--- config.mk ---
export PLATFORM = sky130hd
export DESIGN_NAME = z80_bus_slave
export DESIGN_NICKNAME = d
export VERILOG_FILES = /design/src/rtl/z80_bus_pkg.sv /design/src/rtl/z80_wait_timer.sv /design/src/rtl/z80_bus_slave.sv
export SDC_FILE = /design/constraint.sdc
export NUM_CORES = 1
export LEC_CHECK = 0
export ABC_AREA = 1
export CAP_MARGIN = 20
export CORE_MARGIN = 4
export CORE_UTILIZATION = 56
export CTS_CLUSTER_SIZE = 25
export DETAILED_ROUTE_END_ITERATION = 7
export DONT_BUFFER_PORTS = 1
export PLACE_DENSITY = 0.74
export SYNTH_ARGS = -nofsm -noshare
export SYNTH_HDL_FRONTEND = slang
export SYNTH_HIERARCHICAL = 1
export SYNTH_SLANG_ARGS = --single-unit
--- constraint.sdc ---
create_clock -name CLK -period 1.99 [get_ports CLK]
set_input_delay 0.2985 -clock CLK [delete_from_list [all_inputs] [get_ports CLK]]
set_output_delay 0.2985 -clock CLK [all_outputs]
set_load 0.05 [all_outputs]
--- src/rtl/z80_bus_pkg.sv ---
// z80_bus_pkg: shared FSM state, bus cycle type and wait-counter width for the Z80 bus slave.
package z80_bus_pkg;
    localparam int WCNT_W = 4;
    typedef enum logic [1:0] {S_IDLE, S_REQ, S_WAITCNT, S_DONE} state_t;
    typedef enum logic [1:0] {CYC_MEM, CYC_IO, CYC_INTA} cyc_t;
endpackage

--- src/rtl/z80_wait_timer.sv ---
// z80_wait_timer: loadable down-counter; zero_o reflects the count after this cycle's update.
module z80_wait_timer
    import z80_bus_pkg::*;
(
    input  logic              clk_i,
    input  logic              rst_i,
    input  logic              load_i,
    input  logic [WCNT_W-1:0] load_val_i,
    input  logic              dec_i,
    output logic              zero_o
);
    logic [WCNT_W-1:0] cnt_q, cnt_d;
    always_comb begin
        cnt_d  = load_i ? load_val_i : (dec_i && cnt_q != '0) ? cnt_q - WCNT_W'(1) : cnt_q;
        zero_o = cnt_d == '0;
    end
    always_ff @(posedge clk_i) begin
        if (rst_i) cnt_q <= '0;
        else       cnt_q <= cnt_d;
    end
endmodule

--- src/rtl/z80_bus_slave.sv ---
// z80_bus_slave: turns Z80 memory/I-O/INTA bus cycles into a req/ack back-end handshake,
// holding the CPU with nWAIT until the back end answers plus WAIT_MIN extra cycles.
module z80_bus_slave
    import z80_bus_pkg::*;
#(
    parameter int unsigned WAIT_MIN   = 0,
    parameter logic [7:0]  INT_VECTOR = 8'hFF
) (
    input  logic        CLK,
    input  logic        RESET,
    input  logic        nM1,
    input  logic        nMREQ,
    input  logic        nIORQ,
    input  logic        nRD,
    input  logic        nWR,
    input  logic        nRFSH,
    input  logic [15:0] A,
    input  logic [7:0]  D_in,
    output logic [7:0]  D_out,
    output logic        D_oe,
    output logic        nWAIT,
    output logic        mem_req,
    output logic        mem_io,
    output logic        mem_we,
    output logic [15:0] mem_addr,
    output logic [7:0]  mem_wdata,
    input  logic [7:0]  mem_rdata,
    input  logic        mem_ack,
    output logic        bus_err
);
    state_t      state_q, state_d;
    cyc_t        cyc_q, cyc_d;
    logic        we_q, we_d;
    logic [15:0] addr_q, addr_d;
    logic [7:0]  wdata_q, wdata_d;
    logic [7:0]  data_q, data_d;
    logic        nwait_q, nwait_d;
    logic        err_q, err_d;
    logic        abort_q, abort_d;
    logic        ign_q, ign_d;
    logic        load, zero;
    logic        mem_det, io_det, inta_det, active, all_high;

    z80_wait_timer u_timer (
        .clk_i      (CLK),
        .rst_i      (RESET),
        .load_i     (load),
        .load_val_i (WCNT_W'(WAIT_MIN)),
        .dec_i      (state_q == S_WAITCNT),
        .zero_o     (zero)
    );

    always_comb begin
        mem_det  = !nMREQ && nRFSH && (!nRD || !nWR);
        io_det   = !nIORQ && nM1 && (!nRD || !nWR);
        inta_det = !nIORQ && !nM1;
        active   = (we_q ? !nWR : !nRD) && (cyc_q == CYC_IO ? !nIORQ : !nMREQ);
        all_high = nMREQ && nIORQ && nRD && nWR;
    end

    always_ff @(posedge CLK) begin
        if (RESET) begin
            state_q <= S_IDLE;
            cyc_q   <= CYC_MEM;
            we_q    <= 1'b0;
            addr_q  <= '0;
            wdata_q <= '0;
            data_q  <= '0;
            nwait_q <= 1'b1;
            err_q   <= 1'b0;
            abort_q <= 1'b0;
            ign_q   <= 1'b1;
        end else begin
            state_q <= state_d;
            cyc_q   <= cyc_d;
            we_q    <= we_d;
            addr_q  <= addr_d;
            wdata_q <= wdata_d;
            data_q  <= data_d;
            nwait_q <= nwait_d;
            err_q   <= err_d;
            abort_q <= abort_d;
            ign_q   <= ign_d;
        end
    end

    always_comb begin
        state_d = state_q;
        cyc_d   = cyc_q;
        we_d    = we_q;
        addr_d  = addr_q;
        wdata_d = wdata_q;
        data_d  = data_q;
        abort_d = abort_q;
        err_d   = 1'b0;
        load    = 1'b0;
        case (state_q)
            S_IDLE: begin
                // acks left over from before a reset are not treated as violations
                err_d = (!nMREQ && !nIORQ) || (mem_ack && !ign_q);
                if (mem_det || io_det) begin
                    state_d = S_REQ;
                    cyc_d   = mem_det ? CYC_MEM : CYC_IO;
                    we_d    = !nWR;
                    addr_d  = A;
                    wdata_d = D_in;
                    abort_d = 1'b0;
                end else if (inta_det) begin
                    state_d = S_DONE;
                    cyc_d   = CYC_INTA;
                    we_d    = 1'b0;
                    data_d  = INT_VECTOR;
                end
            end
            S_REQ: begin
                if (!active && !abort_q) begin
                    abort_d = 1'b1;
                    err_d   = 1'b1;
                end
                if (mem_ack) begin
                    load    = 1'b1;
                    data_d  = we_q ? data_q : mem_rdata;
                    state_d = (!active || abort_q) ? S_IDLE : (WAIT_MIN > 0) ? S_WAITCNT : S_DONE;
                end
            end
            S_WAITCNT: begin
                err_d   = mem_ack || !active;
                state_d = !active ? S_IDLE : zero ? S_DONE : S_WAITCNT;
            end
            S_DONE: begin
                err_d   = mem_ack;
                state_d = all_high ? S_IDLE : S_DONE;
            end
            default: state_d = S_IDLE;
        endcase
        nwait_d = !(state_d == S_REQ || state_d == S_WAITCNT);
        ign_d   = ign_q && state_d == S_IDLE;
    end

    always_comb begin
        mem_req   = state_q == S_REQ;
        mem_io    = cyc_q == CYC_IO;
        mem_we    = we_q;
        mem_addr  = addr_q;
        mem_wdata = wdata_q;
        D_out     = data_q;
        D_oe      = state_q == S_DONE && !we_q;
        nWAIT     = nwait_q;
        bus_err   = err_q;
    end
endmodule

=== Yosys cells after proc, flatten, opt, wreduce, memory -nomap -nowiden ===
Index checks and enable logic that the tools add are counted.

* Input bits: 41
* Logic and storage cells: 94
* Output and inout bits: 38
* Flip-flop bits (word level): 45

* Reductions and logical operators: 41
* Multiplexer cells: 29
* Eq/ne operators: 12
* Add/subtract/negate cells: 1

{| class="wikitable"
|+ Operators by type and width
! kind !! count
|-
| $mux W8 || 4
|-
| $mux W2 || 8
|-
| $pmux W8 S2 || 1
|-
| $logic_and A1 B1 Y1 || 15
|-
| $mux W1 || 11
|-
| $logic_not A1 Y1 || 10
|-
| $mux W4 || 2
|-
| $ne A2 B2 Y1 const B || 4
|-
| $pmux W2 S4 || 1
|-
| $eq A2 B1 Y1 const B || 3
|-
| $eq A2 B2 Y1 const B || 3
|-
| $logic_or A1 B1 Y1 || 6
|-
| $reduce_and A5 Y1 || 1
|-
| $logic_not A2 Y1 || 2
|-
| $logic_not A4 Y1 || 1
|-
| $ne A2 B1 Y1 const B || 2
|-
| $pmux W1 S4 || 1
|-
| $reduce_and A2 Y1 || 2
|-
| $reduce_bool A2 Y1 || 2
|-
| $reduce_bool A4 Y1 || 1
|-
| $sub A4 B1 Y4 const B || 1
|-
| $reduce_and A3 Y1 || 1
|-
| $pmux W1 S2 || 1
|}

=== Longest topological paths before layout ===
* Depth in word-level cells: 11
* Gate-level depth with buffers: 16
* Gate-level depth less buffers: 16

=== Hierarchy ===
Netlist, hierarchy kept.

{| class="wikitable"
|+ By module, submodules not included
! module !! sequential area each (um^2) !! times used !! area an instance (um^2) !! cells an instance
|-
| z80_bus_slave || 820.8 || 1 || 1,739.2 || 240
|-
| z80_wait_timer || 80.1 || 1 || 294.0 || 45
|}

=== Least setup slack after synthesis ===
No wires, ideal clock.

* Path type: register -> register
* Start point: register state_q[0]
* End point: register nwait_q, in the netlist nWAIT
* Cell stages (with the launch flop): 15
* Path buffers: 0
* Data required time: 1.860 ns
* Data arrival time: 1.815 ns
* Clock period less this slack: 1.944 ns
* Path slack: 0.046 ns
* Library setup time: 0.130 ns
* Path through: dfxtp_1 nand2_4 inv_4 nand2_4 inv_1 inv_2 or2_1 nand2_1 nand3_1 nor2_1 nand3_1 nand3_1 inv_1 ha_1 nand2_1

* Elaborated cells between the ends (all ways): 19
* Classes of those cells: eq/ne: 5; mux: 9; reduce/logical: 5

{| class="wikitable"
|+ RTL lines
! element !! RTL line !! text
|-
| start: declaration || z80_bus_slave.sv:31 || <nowiki>state_t state_q, state_d;</nowiki>
|-
| start signal: assignment || z80_bus_slave.sv:74 || <nowiki>state_q <= state_d;</nowiki>
|-
| $eq A2 B1 Y1 * || -- ||
|-
| named net mem_req || z80_bus_slave.sv:22 || <nowiki>output logic mem_req,</nowiki>
|-
| $mux W1 * || z80_bus_slave.sv:97 || <nowiki>case (state_q)</nowiki>
|-
| named net load || z80_bus_slave.sv:41 || <nowiki>logic load, zero;</nowiki>
|-
| $mux W4 * || z80_wait_timer.sv:14 || <nowiki>cnt_d = load_i ? load_val_i : (dec_i && cnt_q != '0) ? cnt_q - WCNT_W'(1) : cnt_q;</nowiki>
|-
| $logic_not A4 Y1 * || z80_wait_timer.sv:15 || <nowiki>zero_o = cnt_d == '0;</nowiki>
|-
| named net zero || z80_bus_slave.sv:41 ||
|-
| $mux W1 * || z80_bus_slave.sv:128 || <nowiki>state_d = !active ? S_IDLE : zero ? S_DONE : S_WAITCNT;</nowiki>
|-
| $mux W2 * || z80_bus_slave.sv:128 ||
|-
| $pmux W2 S4 * || z80_bus_slave.sv:97 ||
|-
| $eq A2 B1 Y1 or $eq A2 B2 Y1 (tied branches) || z80_bus_slave.sv:136 || <nowiki>nwait_d = !(state_d == S_REQ || state_d == S_WAITCNT);</nowiki>
|-
| $logic_or A1 B1 Y1 * || z80_bus_slave.sv:136 ||
|-
| $logic_not A1 Y1 * || z80_bus_slave.sv:136 ||
|-
| end signal: assignment || z80_bus_slave.sv:80 || <nowiki>nwait_q <= nwait_d;</nowiki>
|-
| end: declaration || z80_bus_slave.sv:37 || <nowiki>logic nwait_q, nwait_d;</nowiki>
|}

The timed path passes the listed nets; every way through them passes the cells marked *.
A chain may end at the register's enable or synchronous reset.

=== Worst setup path after layout ===
* Start point: register state_q[1]
* End point: register nwait_q, in the netlist nWAIT

* Elaborated cells between the ends (all ways): 19
* Classes of those cells: eq/ne: 5; mux: 9; reduce/logical: 5

{| class="wikitable"
|+ RTL lines
! element !! RTL line
|-
| $eq A2 B1 Y1 * || z80_bus_slave.sv:97
|-
| $mux W1 * || z80_bus_slave.sv:97
|-
| named net load || z80_bus_slave.sv:41
|-
| $mux W4 * || z80_wait_timer.sv:14
|-
| $logic_not A4 Y1 * || z80_wait_timer.sv:15
|-
| named net zero || z80_bus_slave.sv:41
|-
| $mux W1 * || z80_bus_slave.sv:128
|-
| $mux W2 * || z80_bus_slave.sv:128
|-
| $pmux W2 S4 * || z80_bus_slave.sv:97
|-
| $eq A2 B1 Y1 or $eq A2 B2 Y1 (tied branches) || z80_bus_slave.sv:136
|-
| $logic_or A1 B1 Y1 * || z80_bus_slave.sv:136
|-
| $logic_not A1 Y1 * || z80_bus_slave.sv:136
|}

Marks and branches as above.

==> summary.md <==
| Metric | Value |
|---|---|
| Post-detailed-placement cell area | 2092 um^2 |
| Unrepaired setup endpoints after global routing | no |
| Diode insertion count for antenna repair | 0 |
| Multi-input gate area | 1011 um^2 |
| Hold path endpoint | mem_wdata[6] |
| Vertical extent of the die | between 60 and 70 um |
| R2r endpoint | nWAIT |
| Peak Freq | approximately 0.55 GHz |
| Count of final setup violators | 0 |
| Slowest stage cell on the critical path | sky130_fd_sc_hd__dfxtp_2 |
| Fraction of layout cells with a size suffix above 1 | 0.1867 |
| Required time worst endpoint | between 2000 and 2500 ps |
| Top cells by area, synth | sky130_fd_sc_hd__dfxtp_1 (44%), sky130_fd_sc_hd__nor2_1 (15%), sky130_fd_sc_hd__nand2_1 (8.9%), sky130_fd_sc_hd__o21ai_0 (6.4%), sky130_fd_sc_hd__inv_1 (3.1%) |
| Start-to-end type of the worst setup path | reg -> reg |
| Total global routing track utilization | 0.1899 |
| Count of final max-slew check failures | 0 |
| Clock insertion delay at the later pin of the skew report | ~350 ps |
| Fillcell total | 309 |
| Min Tclk post-route | between 1500 and 2000 ps |
| Via count | 1737 |
| Length of the first detailed-routing pass in iterations | 4 |
| Total number of clock tree sinks | between 40 and 50 |
| Total half-perimeter wirelength after legalization and detailed placement | ~3200 um |
| Initial antenna violation count | 0 |
| Wire per inst | roughly 12 um |
| Via count normalized by instance count | 5.020 |
| Series of cell instances along the critical path | inv_2 > nand2_4 > inv_4 > nand2_4 > inv_2 > inv_2 > or2_1 > nand2_1 > nand3_1 > nor2_1 > nand3_1 > nand3_2 > inv_1 > ha_1 > nand2_1 |
| Worst Hold Path Cells | 2 |
| Gpl congestion | ~0.81 |
| Flip-flop and latch area | 904.6 um^2 |
| Floorplan die width | a little under 70 um |
| Die Footprint | approximately 4700 um^2 |
| Library cell appearing most often on the critical path | sky130_fd_sc_hd__inv_2 |
| Cell family with most CP delay | simple AND/OR/NAND/NOR gates |
| Highest net fanout along the worst path | 6 |
| Placeable core area | approximately 3400 um^2 |
| Max H-tree Level | 2 |
| Standard-cell rows | 21 |
| Yosys warning count | 6 |
| Worst setup slack after layout | 178.8 ps |
| Register-to-Register Path Depth | 15 |
| Worst reg-to-reg setup slack | 180 ps |
| Data arrival time of the critical path | 2050 ps |
| TritonCTS clock tree | built |
| Synth Instances | between 200 and 300 |
| Grt total ovfl | 0 |
| Hold path startpoint | D_in[6] |
| Buf/Inv on CP | 5 |
| Post-DRT Antenna Nets | 0 |
| Worst r2r src | state_q[1] |
| Accumulated negative setup slack | 0 ps |
| Power per cell area | between 1000 and 1500 nW/um^2 |
| Syn avg cell area | 7.134 um^2 |
| Sort of element at the end of the critical path | register |
| Critical Path Max Stage Delay | 350 ps |
| Fraction of synthesized cell area taken by the top area cell type | 0.4431 |
| Fraction of the cycle the final worst path needs | 0.9102 |
| Measured slew at the worst slew-check pin | 551.1 ps |
| Total of buffers placed on input and output ports | 0 |
| Launch point of the critical path | state_q[1] |
| Final Hold Fails | 0 |
| Predominant post-synthesis flop cell | sky130_fd_sc_hd__dfxtp_1 |
| Largest net degree at the start of global routing | 32 |
| Combined area of all synthesized cells | 2033 um^2 |
| Critical Path Start Type | register |
| Fin nets | about 340 |
| Fraction of the yosys area taken by sequential cells | 0.4431 |
| Proportion of synthesized flip-flops having asynchronous set or reset | 0 |
| Number of violations reported at the end of detailed-routing iteration 0 | 45 |
| Max VDD drop | 0.6275 mV |
| Clock Skew | roughly 10 ps |
| Max-slew headroom at the worst pin | 0.6321 |
| First-pass GRT wire length | roughly 6600 um |
| Library cells used by synthesis | 29 |
| CTS Root Buffer Type | sky130_fd_sc_hd__clkbuf_4 |
| Leakage power figure | 1.036 nW |
| Top-level port count | 79 |
| Maximum count of clock buffers along a single path | 2 |
| Worst-path clk slew | 130 ps |
| Total of max-cap violations | 0 |
| Initial Util | 0.5952 |
| Setup WS pre-CTS | ~76 ps |
| Overall routed net length | between 4000 and 5000 um |
| Post-synth top area cell | sky130_fd_sc_hd__dfxtp_1 |
| Fin area | 2241 um^2 |
| Synthesis-stage register bit count | 45 |
| Number of buffers created by CTS | 5 |
| Via count of the first global-routing pass | about 1500 |
| Run status | finished clean |
| Number of enable-type register cells in the synthesized netlist | 0 |
| Post-detailed-route DRC marker count | 0 |
| Layout overhead on the synthesized area | 10.22% |
| Kind of path behind the tightest hold check | in -> reg |
routing by layer:
layer / track usage / part of all wire
met3: 0.08046 / 0.11
met4: 0.05955 / 0.0056
met5: 0 / 0
met1: 0.2485 / 0.43
met2: 0.2816 / 0.45
synthesized netlist by cell type (2+ instances only):
master                      n
sky130_fd_sc_hd__nand2_1   48
sky130_fd_sc_hd__inv_1     17
sky130_fd_sc_hd__nand3_2    4
sky130_fd_sc_hd__clkbuf_1   3
sky130_fd_sc_hd__o21ai_0   26
sky130_fd_sc_hd__nand2_2    3
sky130_fd_sc_hd__dfxtp_1   45
sky130_fd_sc_hd__ha_1       2
sky130_fd_sc_hd__nor2_1    80
sky130_fd_sc_hd__nand3_1   12
sky130_fd_sc_hd__a21oi_1    8
sky130_fd_sc_hd__nor2_2    10
sky130_fd_sc_hd__or2_1      2
sky130_fd_sc_hd__inv_2      5
sky130_fd_sc_hd__nand2_4    4
sky130_fd_sc_hd__buf_4      2
sky130_fd_sc_hd__inv_4      2
cells in the final DEF (no fill, tap or decap), drive strengths merged, types with 2 or more instances in the layout:
master / count
nor2: 90
conb: 4
or2: 4
ha: 2
buf: 11
a21oi: 8
nand3: 17
o21ai: 28
dfxtp: 45
inv: 24
nand2: 55
clkbuf: 6
cell type report:
type                       instances  area share
timing repair buffer              12     0.04132
tap                               46     0.02568
clock inverter                     2     0.01731
clock buffer                       6     0.01843
inverter                          24     0.04243
multi-input combinational        211      0.4511
sequential                        45      0.4037
report_power, final:
group / leakage (nW) / total, W / switching [W] / internal, W
Combinational: 0.622 / 0.000484 / 0.000304 / 0.000180
Sequential: 0.372 / 0.00138 / 0.000370 / 0.00101
Clock: 0.0424 / 0.000557 / 0.000289 / 0.000268
through the flow:
step	std cells	util	hold WS, ps	total power, W
5_1_grt	346	0.6560	67.95	0.002563
4_1_cts	341	0.6388	92.16	0.002416
3_3_place_gp	332	0.6125	369.1	0.001847
3_5_place_dp	332	0.6125	372.5	0.001861
2_1_floorplan	288	-	367.6	0.001780
6_report	346	0.6560	103.4	0.002421
how the worst max path moves through the flow:
stage,endpoint,cells after the start
2_1_floorplan,nWAIT,14
6_report,nWAIT,15
3_5_place_dp,ign_q,15
5_1_grt,nWAIT,13
3_3_place_gp,nWAIT,14
4_1_cts,ign_q,15
registers in the layout (all words and copies together) (netlist names):
register       cells
mem_wdata          8
D_out              8
state_q            2
cyc_q              2
bus_err            1
u_timer/cnt_q      4
mem_we             1
ign_q              1
nWAIT              1
mem_addr          16
abort_q            1
timing repair:
action                                  in CTS  in global routing
endpoints found under the hold margin       10                  0
resized for setup                            0                  8
buffers inserted                             0                  5
hold buffers                                 1                  0
endpoints found under the setup margin       0                  2
kinds of logic (layout without fill, tap and decap cells):
kind of cell | Yosys count | in the layout | share of synthesized area
simple gates | 167 | 167 | 0.3717
flops | 45 | 45 | 0.4431
compound gates | 38 | 38 | 0.09723
buf+inv | 32 | 44 | 0.07384
fa+ha+maj | 2 | 2 | 0.01231
other cells | 1 | 4 | 0.001844
(Power assumes the default switching activity.)
